`src/rtl/wb_group_arbiter.sv`:
```
`default_nettype none
// ============================================================================
// Module   : wb_group_arbiter
// Purpose  : Round-robin arbiter sharing one registered writeback port among
//            the multicycle units of a writeback group.
// Revision : 1.0 - initial release
// ============================================================================
module wb_group_arbiter #(
    parameter int NUM_UNITS = 4,
    parameter int ID_W      = 3,
    parameter int DATA_W    = 32
) (
    input  logic                        clk,
    input  logic                        rst,
    input  logic [NUM_UNITS-1:0]        unit_done,
    input  logic [NUM_UNITS*ID_W-1:0]   unit_id,
    input  logic [NUM_UNITS*DATA_W-1:0] unit_rd,
    output logic [NUM_UNITS-1:0]        unit_ack,
    input  logic                        wb_hold,
    output logic                        wb_valid,
    output logic [ID_W-1:0]             wb_id,
    output logic [DATA_W-1:0]           wb_data
);

    localparam int          c_PTR_W = (NUM_UNITS > 1) ? $clog2(NUM_UNITS) : 1;
    localparam logic [c_PTR_W-1:0] c_LAST = c_PTR_W'(NUM_UNITS - 1);

    logic                r_valid;
    logic [ID_W-1:0]     r_id;
    logic [DATA_W-1:0]   r_data;
    logic [c_PTR_W-1:0]  r_ptr;

    logic                w_load;
    logic                w_found;
    logic                w_fire;
    logic [c_PTR_W-1:0]  w_gnt;
    logic [c_PTR_W-1:0]  w_ptr_nxt;
    int                  w_idx;

    assign w_load = ~r_valid | ~wb_hold;

    // Cyclic scan starting at r_ptr; the first requester found wins.
    always_comb begin
        w_found = 1'b0;
        w_gnt   = '0;
        w_idx   = 0;
        for (int k = 0; k < NUM_UNITS; k++) begin
            w_idx = int'(r_ptr) + k;
            if (w_idx >= NUM_UNITS) w_idx = w_idx - NUM_UNITS;
            if (!w_found && unit_done[w_idx]) begin
                w_found = 1'b1;
                w_gnt   = c_PTR_W'(w_idx);
            end
        end
    end

    assign w_fire    = w_load & w_found & ~rst;
    assign w_ptr_nxt = (w_gnt == c_LAST) ? '0 : w_gnt + 1'b1;

    generate
        for (genvar i = 0; i < NUM_UNITS; i++) begin : g_ack
            assign unit_ack[i] = w_fire && (w_gnt == c_PTR_W'(i));
        end
    endgenerate

    always_ff @(posedge clk) begin
        if (rst) begin
            r_valid <= 1'b0;
            r_id    <= '0;
            r_data  <= '0;
            r_ptr   <= '0;
        end else if (w_load) begin
            if (w_found) begin
                r_valid <= 1'b1;
                r_id    <= unit_id[w_gnt*ID_W +: ID_W];
                r_data  <= unit_rd[w_gnt*DATA_W +: DATA_W];
                r_ptr   <= w_ptr_nxt;
            end else begin
                r_valid <= 1'b0;
            end
        end
    end

    assign wb_valid = r_valid;
    assign wb_id    = r_id;
    assign wb_data  = r_data;

endmodule
`default_nettype wire

```
`config.mk`:
```
export PLATFORM = sky130hd
export DESIGN_NAME = wb_group_arbiter
export DESIGN_NICKNAME = d
export VERILOG_FILES = /design/src/rtl/wb_group_arbiter.sv
export SDC_FILE = /design/constraint.sdc
export NUM_CORES = 1
export LEC_CHECK = 0
export ABC_AREA = 1
export CAP_MARGIN = 10
export CORE_UTILIZATION = 41
export CTS_CLUSTER_DIAMETER = 100
export DETAILED_ROUTE_END_ITERATION = 16
export PLACE_DENSITY = 0.87
export SLEW_MARGIN = 20
export SYNTH_ARGS = -nofsm -noshare
export SYNTH_HDL_FRONTEND = slang
export SYNTH_SLANG_ARGS = --single-unit
```
`constraint.sdc`:
```
create_clock -name clk -period 4.2 [get_ports clk]
set_clock_uncertainty 0.05 [all_clocks]
set_input_delay 0.63 -clock clk [delete_from_list [all_inputs] [get_ports clk]]
set_output_delay 0.63 -clock clk [all_outputs]
set_load 0.005 [all_outputs]
```
### Word-level counts from Yosys, hierarchy flattened

Index checks and enable logic that the tools add are counted.

| storage, ports and cells | value |
|---|---|
| flip-flop bits (word level) | 38 |
| bits of input ports | 147 |
| output and inout bits | 40 |
| word-level logic and storage cells | 70 |

| operators by class | value |
|---|---|
| $add $sub $neg | 8 |
| multiply operators | 1 |
| $lt $le $gt $ge | 8 |
| equality and inequality tests | 3 |
| shift-type cells | 2 |
| multiplexer cells | 26 |
| bitwise gates (word level) | 6 |
| reduce and logical (&&, ||, !) cells | 12 |

Operator list:

| operator | number |
|---|---|
| $lt A32 B4 Y1 const B | 4 |
| $mux W32 | 4 |
| $shiftx A128 B8 Y32 | 1 |
| $mux W1 | 13 |
| $shiftx A12 B5 Y3 | 1 |
| $sub A3 B3 Y4 const B | 3 |
| $mux W2 | 5 |
| $ge A3 B3 Y1 const B | 3 |
| $bmux W1 S2 | 4 |
| $logic_and A1 B1 Y1 | 7 |
| $add A2 B2 Y3 const B | 2 |
| $eq A2 B2 Y1 const B | 2 |
| $mul A2 B2 Y4 const B | 1 |
| $sub A2 B3 Y4 const B | 1 |
| $add A2 B1 Y3 const B | 1 |
| $ge A2 B3 Y1 const B | 1 |
| $logic_not A1 Y1 | 3 |
| $not A1 Y1 | 3 |
| $add A2 B1 Y2 const B | 1 |
| $and A1 B1 Y1 | 2 |
| $eq A2 B1 Y1 const B | 1 |
| $logic_not A2 Y1 | 1 |
| $reduce_and A2 Y1 | 1 |
| $or A1 B1 Y1 | 1 |

### Longest topological paths before layout

Gate-level depths: netlist of run 1.

| logic depth | value |
|---|---|
| depth in word-level cells | 18 |
| mapped depth | 17 |
| mapped depth without buffers | 15 |

### Worst setup path before layout of run 1

No wires, ideal clock.

| timing | value |
|---|---|
| kind | input port to output port |
| start point | in unit_done[3] |
| end point | out unit_ack[3] |
| arrival | 1.730 ns |
| data required time | 3.520 ns |
| path slack | 1.790 ns |
| stages | 11 |
| buffers on the path | 2 |
| cell sequence | inv_1 > nand2_1 > nand3_1 > nand2_1 > inv_1 > nand2_1 > nand2_2 > nand3_2 > buf_6 > buf_4 > nor3_1 |

| on the way | value |
|---|---|
| cells in the longest elaborated chain, start to end | 16 |
| elaborated cells between the ends (all ways) | 30 |
| those cells by class | 1 x eq/ne; 20 x mux; 2 x bitwise; 7 x reduce/logical |

RTL lines:

| item | RTL line | text |
|---|---|---|
| from (decl) | 15 | `input logic [NUM_UNITS-1:0] unit_done,` |
| $bmux W1 S2 | 50 | `if (!w_found && unit_done[w_idx]) begin` |
| $mux W1 (implied by the code) (2 in series) | 50 |  |
| $mux W1 | 50 |  |
| $logic_not A1 Y1 | 50 |  |
| $logic_and A1 B1 Y1 | 50 |  |
| $mux W1 | 50 |  |
| $logic_not A1 Y1 | 50 |  |
| $logic_and A1 B1 Y1 | 50 |  |
| $mux W1 | 50 |  |
| $logic_not A1 Y1 | 50 |  |
| $logic_and A1 B1 Y1 | 50 |  |
| $mux W1 | 50 |  |
| $and A1 B1 Y1 (2 in series) | 57 | `assign w_fire = w_load & w_found & ~rst;` |
| $logic_and A1 B1 Y1 (*) | 62 | `assign unit_ack[i] = w_fire && (w_gnt == c_PTR_W'(i));` |
| to (decl) | 18 | `output logic [NUM_UNITS-1:0] unit_ack,` |

Mark *: on every way between the ends. The rest lies on a longest branch, timed or not. The select of a mux whose other input is x is not followed.

### Worst setup path after layout of run 1

Ends and elaborated chain as after synthesis.

==> results by stage, run 1 <==
Status:
- The run finished with clean final reports.

Global routing:
- The initial antenna violation count is 0.
- The largest net degree at the start of global routing is 72.
- The total overflow left after global routing is 0.
- Across every metal layer, demand over resource in global routing totals 27.3%.
- The number of global-route vias before repair is 3,731.
- The first global-routing pass estimated 16,700 microns of wire.

Setup path:
- The slowest stage cell on the critical path is clkdlybuf4s50_1.
- Data arrives at the worst endpoint at 3180 ps.
- The required time reported for the critical path endpoint is 3520 ps.
- The critical path goes through clkdlybuf4s50_1, inv_1, nand2_1, nand3_1, nand2_1, inv_1, nand3_2, buf_4, nand2_1, inv_2, nand2_1, nor3_1, clkdlybuf4s50_1.
- On the worst path, the slowest cell contributes a delay of 530 ps.
- The path type of the worst setup path is input pin to output port.
- The cell repeated most along the worst path is nand2_1.
- Together, buffers and inverters on the worst path number 6.
- Among cell families on the critical path, the largest total delay comes from buffers and inverters.
- The capturing element type of the critical path is an output port.
- The kind of start point of the critical path is an input pin.
- Of all nets on the critical path, the largest fanout is 40.

Routing:
- The first detailed-routing pass ran for 5 iterations.
- The vias after detailed routing is 4,260.
- For this block, the routed nets add up to 11,200 microns of wire.
- The via density per instance is 5.23.
- In the routed design, unresolved DRC markers number 0.
- The number of nets with antenna violations after routing is 0.
- The average routed wire per standard cell is 13.8 microns.
- The first routing iteration left 146 violations.

Yosys:
- The synthesized area per cell is 5.53 sq um.
- The synthesized instance count is 555.
- The combined area of all synthesized cells is 3070 sq um.
- The sequential share of the synthesized area is 24.8%.
- The Yosys step of the flow raised 0 warnings.
- Synthesis produced a netlist with a net count of 702.
- The number of synthesized register bits is 38.
- The number of distinct standard cells referenced by the synthesized netlist is 21.

Timing:
- The final critical path takes up 91.9% of the cycle.
- The final sum of negative setup slack is 0 ps.
- The max-slew violation count is 0.
- The number of endpoints failing setup at the final stage is 0.
- The final-layout worst hold slack is 484 ps.
- The post-layout worst setup margin is 340 ps.
- The final hold violation count is 0.
- The maximum clock frequency is 259 MHz.
- The minimum period implied by the final worst setup slack is 3860 ps.
- The relative slew slack is 56.2%.
- The actual transition at the worst max-transition pin is 657 ps.
- Setup repair after global routing left no endpoint under its margin.

Placed design:
- In this run the tool buffered the top-level ports with 186 buffer cells.
- Before CTS, the worst setup slack after placement is 370 ps.
- The congestion estimate from routability-driven global placement came to 0.845.
- Summed over all nets, the half-perimeter wirelength after detailed placement is 8440 microns.

Die:
- The initial core utilization is 42.3%.
- After floorplanning, the core was divided into 31 placement rows.
- The die boundary width is 88.5 microns.
- The area of the die is 7830 sq um.
- During I/O placement, the number of pins put on the boundary was 187.
- The floorplan step set the die height to 88.5 microns.
- The core region area is 7250 sq um.

Final layout:
- The diode insertion count for antenna repair is 0.
- The final layout net count is 863.
- The synthesis-to-layout area growth is 61.9%.
- The proportion of layout cells with a drive suffix above 1 is 3.91%.

Clock tree:
- Post-CTS timing repair inserted 0 buffers for setup.
- After clock tree synthesis, the clock-pin slew on the worst setup and hold paths is 70 ps.
- The tree is rooted in a clkbuf_8.
- In this run, post-CTS hold repair placed 0 buffers.
- In this run the deepest clock path goes through 2 buffers.
- The CTS tree is built.
- The number of sinks driven by the clock tree is 38.
- The later pin in the worst-skew pair is clocked with a latency of 280 ps.
- The clock tree synthesis step divided the H-tree into 2 levels.
- Post-CTS repair changed the size of 0 cells.
- The number of clock buffers added by TritonCTS is 5.

Power and ir drop:
- The net load switching power is 2180 uW.
- In this run, the clock network consumes 6.0% of the power.
- The proportion of power drawn by flip-flops and latches is 15.3%.
- The power per standard cell area is 799 nW/um^2.
- The worst-case vdd ir drop is 0.445 mV.
- Of the total power, combinational logic draws 78.6%.
- For this design the static power due to leakage is 0.00241 uW.
- Internal power comes to 1790 uW.
- Of the total power, the share spent switching nets is 54.8%.

Flow run:
- The tool flagged a number of max-cap violations equal to 0.

Worst hold path:
- The path category of the worst min-delay check is flip-flop to flip-flop.
[cell usage in the layout, fill, tap and decap left out]
master / synthesis / layout
nor2_1: 68 / 68
nand2_2: 1 / 2
a31oi_1: 1 / 1
o21ai_0: 20 / 20
clkbuf_1: 9 / 2
nor2_2: 2 / 2
clkdlybuf4s50_1: 0 / 186
nand3_2: 3 / 3
nor3_1: 2 / 2
nand4_1: 39 / 39
clkbuf_8: 0 / 5
inv_2: 4 / 4
buf_4: 13 / 10
dfxtp_1: 38 / 38
inv_1: 30 / 30
nand3_1: 87 / 87
nand3b_1: 1 / 1
nor2_4: 2 / 2
nand2_1: 214 / 213
a21oi_1: 1 / 1
[worst paths after layout]
kind / startpoint / end / slack (ps) / cells after the start
setup reg to reg: r_ptr[0] / wb_data[27] / 1270 / 13
hold / removal: wb_data[12] / wb_data[12] / 480 / 2
setup / recovery: unit_done[3] / unit_ack[3] / 340 / 13
hold reg to reg: wb_data[12] / wb_data[12] / 480 / 2
[cell families after synthesis]
| kind of cell | Yosys count | synth area share, % |
|---|---|---|
| buffers and inverters | 76 | 12.0 |
| DFF | 38 | 24.8 |
| and+or+nand+nor | 419 | 59.6 |
| AOI/OAI and AO/OA | 22 | 3.63 |
[registers in the layout, summed over array words and instances, names as in the netlist]
register,flops
r_ptr,2
wb_data,32
wb_id,3
wb_valid,1
[worst reg2reg max path, stage by stage, from the launching register on]
cell and delay, ps:
dfxtp_1 570, inv_2 170, nand2_1 100, nand2_1 110
nand2_1 80, o21ai_0 110, nand3_2 110, buf_4 370
nand2_1 160, inv_2 80, buf_4 540, nand3_1 220
nand2_1 90, inv_1 50
[cells in the mapped netlist (all sizes together)]
cell type	count	area, sq um
nand2	215	810
clkbuf	9	33.8
nand3b	1	7.51
a31oi	1	6.26
nand3	90	465
buf	33	206
o21ai	20	100
nand4	39	244
dfxtp	38	761
nor2	72	290
nor3	2	10.0
inv	34	128
a21oi	1	5.00
[final cells by class]
type	count	area, sq um
Timing Repair Buffer	196	1940
Clock buffer	7	76.3
Fill cell	645	2290
Tap cell	99	124
Inverter	34	128
Sequential cell	38	761
Multi-Input combinational cell	441	1940
[power by group through the flow]
stage / Clock, uW / Combinational [uW] / Sequential (uW)
2_1_floorplan: 0 / 2320 / 598
3_5_place_dp: 0 / 3100 / 612
4_1_cts: 249 / 3110 / 607
5_1_grt: 267 / 3520 / 624
3_3_place_gp: 0 / 3000 / 610
6_report: 240 / 3120 / 608
[stage by stage]
stage / utilization (%) / total power (uW) / instances / cell area (sq um)
floorplan: - / 2910 / 555 / 3070
global placement: 67.4 / 3610 / 808 / 4890
detailed placement: 67.4 / 3710 / 808 / 4890
CTS: 68.5 / 3970 / 815 / 4970
global route: 68.5 / 4410 / 815 / 4970
finish: 68.5 / 3970 / 815 / 4970
[metal layers]
layer  vias to the layer above  wire length [microns]  share of wire (%)  track usage, %
met3                        33                   1330                 12            7.93
li1                       2116                      -                  -               -
met1                      1881                   4070                 36            28.7
met5                         -                      0                  0               0
met4                         0                    384                3.4            11.1
met2                       230                   5420                 48            50.6
(Power assumes the default switching activity.)
==> run 2: changes to the inputs <==
--- a/config.mk
+++ b/config.mk
@@ -5,12 +5,12 @@
 export SDC_FILE = /design/constraint.sdc
 export NUM_CORES = 1
 export LEC_CHECK = 0
-export ABC_AREA = 1
+export ABC_AREA = 0
 export CAP_MARGIN = 10
-export CORE_UTILIZATION = 41
+export CORE_UTILIZATION = 43
 export CTS_CLUSTER_DIAMETER = 100
 export DETAILED_ROUTE_END_ITERATION = 16
-export PLACE_DENSITY = 0.87
+export PLACE_DENSITY = 0.88
 export SLEW_MARGIN = 20
 export SYNTH_ARGS = -nofsm -noshare
 export SYNTH_HDL_FRONTEND = slang
==> run 2 against run 1 <==
Compared with the run above:
- sequential cell count stayed put
- largest power group unchanged
- combinational power is 81% lower
- global-route usage is 2.8 points higher
- register-to-register slack better by 650 ps
- critical path depth is 6 lower
- sequential power is 29% lower
- synthesized cell count is 27% lower
- via count is 4.5% lower
==> results by stage, run 2 <==
Power and ir drop:
- The worst-case vdd ir drop is 0.274 mV.
- Dividing total power by cell area gives a power density of 246 nW/um^2.
- The static leakage is 0.00186 uW.

Final layout:
- The synthesis-to-layout area growth is 51.6%.
- The count of non-filler cells in the finished layout is 660.
- The proportion of layout cells with a drive suffix above 1 is 14.7%.
- In the final design database the tool counted 704 nets.
- After filler insertion, the fill cell instance count of the layout stands at 632.
- Leaving out fill and tap cells, the most frequent cells in the layout are 184 x clkdlybuf4s50_1, 51 x a211oi_1, 38 x dfxtp_1, 37 x nand2_1.
- The most common cell after layout, fill and taps aside is clkdlybuf4s50_1.
- 0 antenna diodes ended up in the layout.
- The cell area after layout is 5170 sq um.
- The flip-flop count of the largest register, all copies and words added is 32.

Setup path:
- On the critical path, the stage with the largest delay is an instance of clkdlybuf4s50_1.
- The required time reported for the critical path endpoint is 3520 ps.
- The critical path goes through clkdlybuf4s50_1, buf_4, nor3_1, a221o_2, nand2_1, nor3_1, clkdlybuf4s50_1.
- The worst endpoint data arrival time is 2650 ps.
- The longest individual stage delay on the worst path is 540 ps.
- Measured in cells, the most critical reg-to-reg path has a length of 5.
- The path type of the worst setup path is input pin to output port.
- In this run the worst path has a maximum fanout of 42.
- The startpoint of the worst register-to-register path is r_ptr[0].
- The internal reg-to-reg setup slack is 1920 ps.
- STA classifies the critical path endpoint as an output port.
- The dominant delay contributor by cell family on the critical path is buffers and inverters.
- In this run the critical register-to-register path is captured at wb_data[8].
- The buffer and inverter count on the worst path is 3.
- The kind of start point of the critical path is an input pin.

Worst hold path:
- The worst hold path stage count is 2.
- The path with the worst hold slack has its endpoint at wb_data[5].
- The startpoint identified for the worst hold timing path is wb_data[5].
- The path category of the worst min-delay check is flip-flop to flip-flop.

Routing:
- The via density per instance is 6.17.
- The DRC violation count after routing is 0.
- The vias after detailed routing is 4,070.
- The pre-antenna-repair detailed-routing pass consisted of 5 iterations.
- The number of DRC markers after the initial detailed-route iteration is 301.
- The post-detailed-routing wire length is 12,700 microns.
- The number of nets with antenna violations after routing is 0.
- The average routed wire per standard cell is 19.2 microns.

Yosys:
- The cell type contributing the most total cell area after synthesis is dfxtp_1.
- The number of synthesized flops with an enable pin is 0.
- The number of synthesized register bits is 38.
- The synthesized design devotes to its leading area cell type 22.3% of total area.
- For this run, the leading register cell type out of synthesis is dfxtp_1.
- The synthesized instance count is 407.
- a211oi_1 is the most common cell in the netlist.
- The combined area of all synthesized cells is 3410 sq um.
- The post-synthesis async set-or-reset flop share is 0%.
- The number of distinct standard cells referenced by the synthesized netlist is 37.
- In this run the mean area of a mapped cell was 8.37 sq um.
- Sorting the synthesized cells by area gives the leading types as dfxtp_1 22%, a211oi_1 11%, nand3_2 8.8%.
- The commonest cells after synthesis are 51 x a211oi_1, 38 x dfxtp_1, 37 x nand2_1.
- The number of nets in the synthesized netlist is 554.
- For this run, the number of Yosys warnings is 0.
- The sequential share of the synthesized area is 22.3%.

Timing:
- For the final routed database, the setup TNS stands at 0 ps.
- The final hold violation count is 0.
- The final critical path takes up 79.3% of the cycle.
- Static timing analysis puts the maximum clock frequency at 300 MHz.
- The max-slew violation count was 0.
- The minimum period implied by the final worst setup slack is 3330 ps.
- Setup violations remaining at the end of the flow were counted as 0.
- The actual transition at the worst max-transition pin is 1030 ps.
- The relative slew slack is 31.2%.
- Setup repair after global routing left no endpoint under its margin.

Global routing:
- The initial antenna violation count was 0.
- The largest net degree at the start of global routing is 43.
- The number of global-route vias before repair is 3,967.
- Summed over all layers, the global routing overflow is 0.
- The first global-routing pass estimated 19,900 microns of wire.
- The global router's overall resource usage is 30.1%.

Placed design:
- The HPWL reported at the end of detailed placement is 8830 microns.
- The number of cells after detailed placement is 652.
- In this run the cell area measured after placement is 5080 sq um.
- The count of input and output buffers is 186.
- Routability-driven placement finished with a final weighted congestion of 0.872.

Flow run:
- Max-cap violations in this run came to 0.

Clock tree:
- The number of clock buffers added by TritonCTS is 5.
- The count of hold buffers inserted by post-cts repair is 0.
- The CTS root buffer is clkbuf_8.
- In this run, post-CTS repair resized a total of 0 instances.
- The CTS tree is built.
- The clock passes through at most 2 buffers.
- Clock-pin slew was measured on the worst setup and hold paths at 80 ps.
- Counting every sink on the clock net gives 38.
- At the later pin of the worst-skew pair, clock insertion delay measures 290 ps.
- The number of H-tree branching levels is 2.
- The number of buffers inserted by post-CTS setup repair is 0.

Die:
- The die covers 8290 sq um.
- The floorplan has 32 rows.
- The core region area is 7690 sq um.
- The y dimension of the die is 91.0 microns.
- The initial utilization of the core area, before any placement, comes to 44.3%.
- The die boundary width is 91.0 microns.
- The I/O pin count is 187.

Status:
- The flow ran to the end, and the final reports show no timing, DRC or antenna violations.
run 2: cell types whose count changed after synthesis, moves of 39 or more:
cell	previous run	this run
a211oi_1	0	51
nand4_1	39	0
nand3_1	87	6
nand2_1	214	37
nor2_1	68	2
run 2: worst max-delay path by stage:
stage	startpoint	end	slack, ps	cells after the start
5_1_grt	unit_done[3]	unit_ack[2]	790	7
3_3_place_gp	unit_done[3]	unit_ack[1]	940	6
4_1_cts	unit_done[3]	unit_ack[2]	890	7
2_1_floorplan	unit_done[2]	unit_ack[0]	1880	7
6_report	unit_done[3]	unit_ack[2]	870	7
3_5_place_dp	unit_done[3]	unit_ack[2]	900	7
run 2: kinds of logic after synthesis:
kind of cell           Yosys count  synth area share [%]
AO/OA/AOI/OAI                  190                  42.4
AND/OR/NAND/NOR                122                  23.0
buffers and inverters           57                  12.3
flip-flops                      38                  22.3
run 2: routing by layer:
| layer | share of wire (%) | vias up | GRT usage [%] |
|---|---|---|---|
| met2 | 48 | 248 | 50.1 |
| met4 | 5.0 | 0 | 17.2 |
| met5 | 0 | - | 0 |
| met1 | 38 | 1910 | 36.5 |
| li1 | - | 1865 | - |
| met3 | 8.3 | 47 | 5.03 |
run 2: power by group:
| part | internal, uW | total [uW] | switching, uW |
|---|---|---|---|
| combinational | 303 | 578 | 276 |
| clock | 133 | 264 | 132 |
| sequential | 403 | 431 | 27.6 |
| total | 838 | 1270 | 435 |
run 2: cell type report:
| cell class | instances | area, sq um | area share, % |
|---|---|---|---|
| Clock buffer | 7 | 86.3 | 1.67 |
| Inverter | 2 | 7.51 | 0.145 |
| Clock inverter | 1 | 5.00 | 0.0969 |
| Tap cell | 102 | 128 | 2.47 |
| Timing Repair Buffer | 198 | 1940 | 37.6 |
| Sequential cell | 38 | 761 | 14.7 |
| Multi-Input combinational cell | 312 | 2240 | 43.3 |
run 2: tightest hold or removal path, delay by kind of cell, from the launching register on:
family | cells | cell delay, ps
compound gates | 2 | 170
flops | 1 | 310
run 2: metrics by stage:
stage / worst slack (ps) / hold slack, ps / util, % / total power (uW)
5_1_grt: 791 / 491 / 67.2 / 1340
4_1_cts: 892 / 469 / 67.2 / 1270
6_report: 870 / 471 / 67.2 / 1270
3_5_place_dp: 901 / 458 / 66.0 / 1010
2_1_floorplan: 1880 / 459 / - / 759
3_3_place_gp: 943 / 453 / 66.0 / 992
==> run 3: changes to the inputs <==
--- a/config.mk
+++ b/config.mk
@@ -7,10 +7,10 @@
 export LEC_CHECK = 0
 export ABC_AREA = 0
 export CAP_MARGIN = 10
-export CORE_UTILIZATION = 43
+export CORE_UTILIZATION = 36
 export CTS_CLUSTER_DIAMETER = 100
 export DETAILED_ROUTE_END_ITERATION = 16
-export PLACE_DENSITY = 0.88
+export PLACE_DENSITY = 0.78
 export SLEW_MARGIN = 20
 export SYNTH_ARGS = -nofsm -noshare
 export SYNTH_HDL_FRONTEND = slang
==> constraint.sdc (replaced) <==
create_clock -name clk -period 2.7 [get_ports clk]
set_clock_uncertainty 0.05 [all_clocks]
set_input_delay 0.405 -clock clk [delete_from_list [all_inputs] [get_ports clk]]
set_output_delay 0.405 -clock clk [all_outputs]
set_load 0.005 [all_outputs]
==> run 3 against run 2 <==
Compared with the run above:
- via count fell by 1.1%
- clock-buffer cell count shrank 1
- utilization is 9.3 points lower
- cell area grew 3.0%
- hold slack worse by 0.99 ps
- critical path depth shrank 1
- register-to-register slack worse by 1200 ps
- sequential power up 55%
- first-iteration DRC count decreased by 30%
- critical path type unchanged
- largest power group unchanged
- highest routed layer unchanged
==> results by stage, run 3 (synthesis results as in run 2) <==
Timing:
- The actual transition at the worst max-transition pin is 603 ps.
- The relative slew slack is 59.8%.
- The max-slew violation count is 0.
- In the finished design, the share of the clock period the worst path needs comes to 95.5%.
- Once routing completed, OpenROAD measured the worst setup slack at 121 ps.
- The worst path needs 2580 ps of the cycle, external delays included.
- The final hold violation count is 0.
- Setup repair after global routing left no endpoint under its margin.
- The number of endpoints failing setup at the final stage is 0.
- The maximum clock frequency is 388 MHz.

Final layout:
- In the final layout, flip-flops and latches occupy 761 sq um.
- The synthesis-to-layout area growth is 56.2%.
- The library cells used most frequently in the layout, excluding fill and tap cells, are 182 x clkdlybuf4s50_1, 51 x a211oi_1, 38 x dfxtp_1, 37 x nand2_1.
- The library cell used most frequently in the layout, excluding fill and tap cells, is clkdlybuf4s50_1.
- 0 antenna diodes ended up in the layout.
- Leaving out filler cells and counting taps, the final layout contains 680.
- The proportion of layout cells with a drive suffix above 1 is 16.9%.
- The total of fill cells in the finished design is 831.
- In the final design database the tool counted 715 nets.
- The register with the most flip-flops in the layout has 32 of them.
- The area taken by multi-input logic gates is 2250 sq um.

Power and ir drop:
- The worst-case vdd ir drop is 0.264 mV.
- Combinational logic burns 41.4% of the power.
- The internal power of the cells totals 1500 uW.
- The static leakage is 0.00195 uW.
- Dividing total power by cell area gives a power density of 414 nW/um^2.
- Net switching is 31.8% of the power.
- The proportion of power drawn by flip-flops and latches is 30.4%.
- In this run the power spent charging and discharging nets is 699 uW.
- In this run, the clock network consumes 28.3% of the power.

Routing:
- The number of nets with antenna violations after routing is 0.
- The routed design uses 6390 microns of met2 wire.
- The vias after detailed routing is 4,024.
- Before antenna repair, the detailed router went through 5 iterations.
- The top layer used by detailed routing is met4.
- The post-detailed-routing wire length is 12,800 microns.
- The met3 wire length is 987 microns.
- The DRC violation count after routing is 0.
- The wire length on met1 is 5140 microns.
- The number of DRC markers after the initial detailed-route iteration is 210.
- The average routed wire per standard cell is 18.8 microns.
- The via density per instance is 5.92.

Die:
- The die is 99.3 microns wide.
- The y dimension of the die is 99.3 microns.
- For this design the top-level I/O count stands at 187.
- The core region area is 9200 sq um.
- The standard-cell row count is 35.
- The floorplan step defined a die boundary enclosing 9860 sq um.
- The initial utilization of the core area, before any placement, comes to 37.1%.

Global routing:
- The largest net degree at the start of global routing is 36.
- Across every metal layer, demand over resource in global routing totals 25.7%.
- The first-pass GRT wire length is 20,100 microns.
- The number of global-route vias before repair is 4,067.
- The global-route congestion overflow total is 0.
- The initial antenna violation count came to 0.

Placed design:
- The number of cells after detailed placement is 672.
- The worst setup slack before clock tree synthesis is -67.9 ps.
- In this run the tool buffered the top-level ports with 186 buffer cells.
- Summed over all nets, the half-perimeter wirelength after detailed placement is 9010 microns.
- The final weighted congestion in routability-driven placement is 0.889.

Setup path:
- The dominant delay contributor by cell family on the critical path is buffers and inverters.
- Data on the critical path is required at its endpoint by 2250 ps.
- The kind of start point of the critical path is an input pin.
- The worst register-to-register path has a depth of 5.
- The internal reg-to-reg setup slack is 720 ps.
- The signal on the critical path passes through clkdlybuf4s50_1, buf_4, nor4_4, a21o_1, nor3_1, clkdlybuf4s50_1.
- At the worst endpoint, the arrival time is 2120 ps.
- The worst register-to-register path begins at r_ptr[1].
- Of all nets on the critical path, the largest fanout is 8.
- The critical path contains buffers and inverters numbering 3 combined.
- The path type of the worst setup path is input pin to output port.
- By instance count, the cell type seen most on the critical path is clkdlybuf4s50_1.
- The destination of the worst register-to-register timing path is wb_data[3].
- The count of cell instances traversed by the critical path is 6.
- The longest individual stage delay on the worst path is 560 ps.
- Among all stages on the critical path, the largest delay is contributed by clkdlybuf4s50_1.
- The capturing element type of the critical path is an output port.

Worst hold path:
- The path category of the worst min-delay check is flip-flop to flip-flop.
- The worst hold path passes through 2 cells.
- The endpoint of the worst hold-timing path is wb_data[5].
- The critical hold path startpoint is wb_data[5].

Clock tree:
- The CTS tree is built.
- The clock-pin slew of the registers on the worst-case setup and hold paths is 90 ps.
- TritonCTS created 5 clock buffers.
- The number of sinks driven by the clock tree is 38.
- In this run the deepest clock path goes through 2 buffers.
- Clock tree synthesis selected as its root buffer the cell clkbuf_8.
- The count of hold buffers inserted by post-cts repair is 0.
- The clock reaches the later pin of the worst-skew pair after 290 ps.
- In this run the number of H-tree levels came out at 2.

Status:
- The run finished with clean final reports.

Flow run:
- Across the run, the number of max-cap violations was 0.
[run 3: cell count changes in the layout (fill, tap and decap cells not counted), moves of 2 or more]
cell             change
buf_4               +11
bufinv_16            +2
clkdlybuf4s50_1      -2
nor3_2               +2
nor3_1               -2
[run 3: worst register-to-register path: cells and delay by family (launching register included)]
family                 cells  cell delay (ps)
DFF                        1              590
AOI/OAI and AO/OA          4              800
buffers and inverters      1              430
[run 3: area by class of cell]
type	count	area share, %
well taps	111	2.61
flip-flops and latches	38	14.3
inverters	2	0.141
multi-input cells	312	42.2
repair buffers	209	38.0
clock buffers	6	1.55
clock inverters	2	1.13
[run 3: repair_timing]
action	4_1_cts	5_1_grt
resized for setup	1	3
endpoints found under the setup margin	4	2
setup buffers	0	0
[run 3: through the flow]
stage	setup TNS, ps	instance area [sq um]	hold slack, ps	power, uW	util, %
after floorplan	0	3410	459	1180	-
after global placement	-45.0	5170	451	1570	56.2
after detailed placement	-147	5170	458	1590	56.2
after CTS	0	5310	471	2220	57.8
after global routing	0	5320	495	2310	57.9
final	0	5320	470	2200	57.9
[run 3: how the worst max path moves through the flow]
stage | start | to | slack (ps)
after floorplan | unit_done[2] | unit_ack[0] | 830
after global placement | unit_done[0] | unit_ack[0] | -40
after detailed placement | unit_done[0] | unit_ack[3] | -70
after CTS | unit_done[3] | unit_ack[1] | 60
after global routing | unit_done[3] | unit_ack[2] | 40
final | unit_done[3] | unit_ack[0] | 120
[run 3: power groups by stage]
| stage | combinational (uW) | clock, uW | sequential (uW) |
|---|---|---|---|
| 2_1_floorplan | 503 | 0 | 677 |
| 3_3_place_gp | 889 | 0 | 678 |
| 3_5_place_dp | 907 | 0 | 682 |
| 4_1_cts | 909 | 639 | 669 |
| 5_1_grt | 979 | 657 | 678 |
| 6_report | 912 | 622 | 669 |
[run 3: layer usage]
layer	global-route usage, %	vias to the layer above
met1	31.0	1907
met2	45.6	214
met5	0	-
met4	9.62	0
met3	4.08	24
li1	-	1879
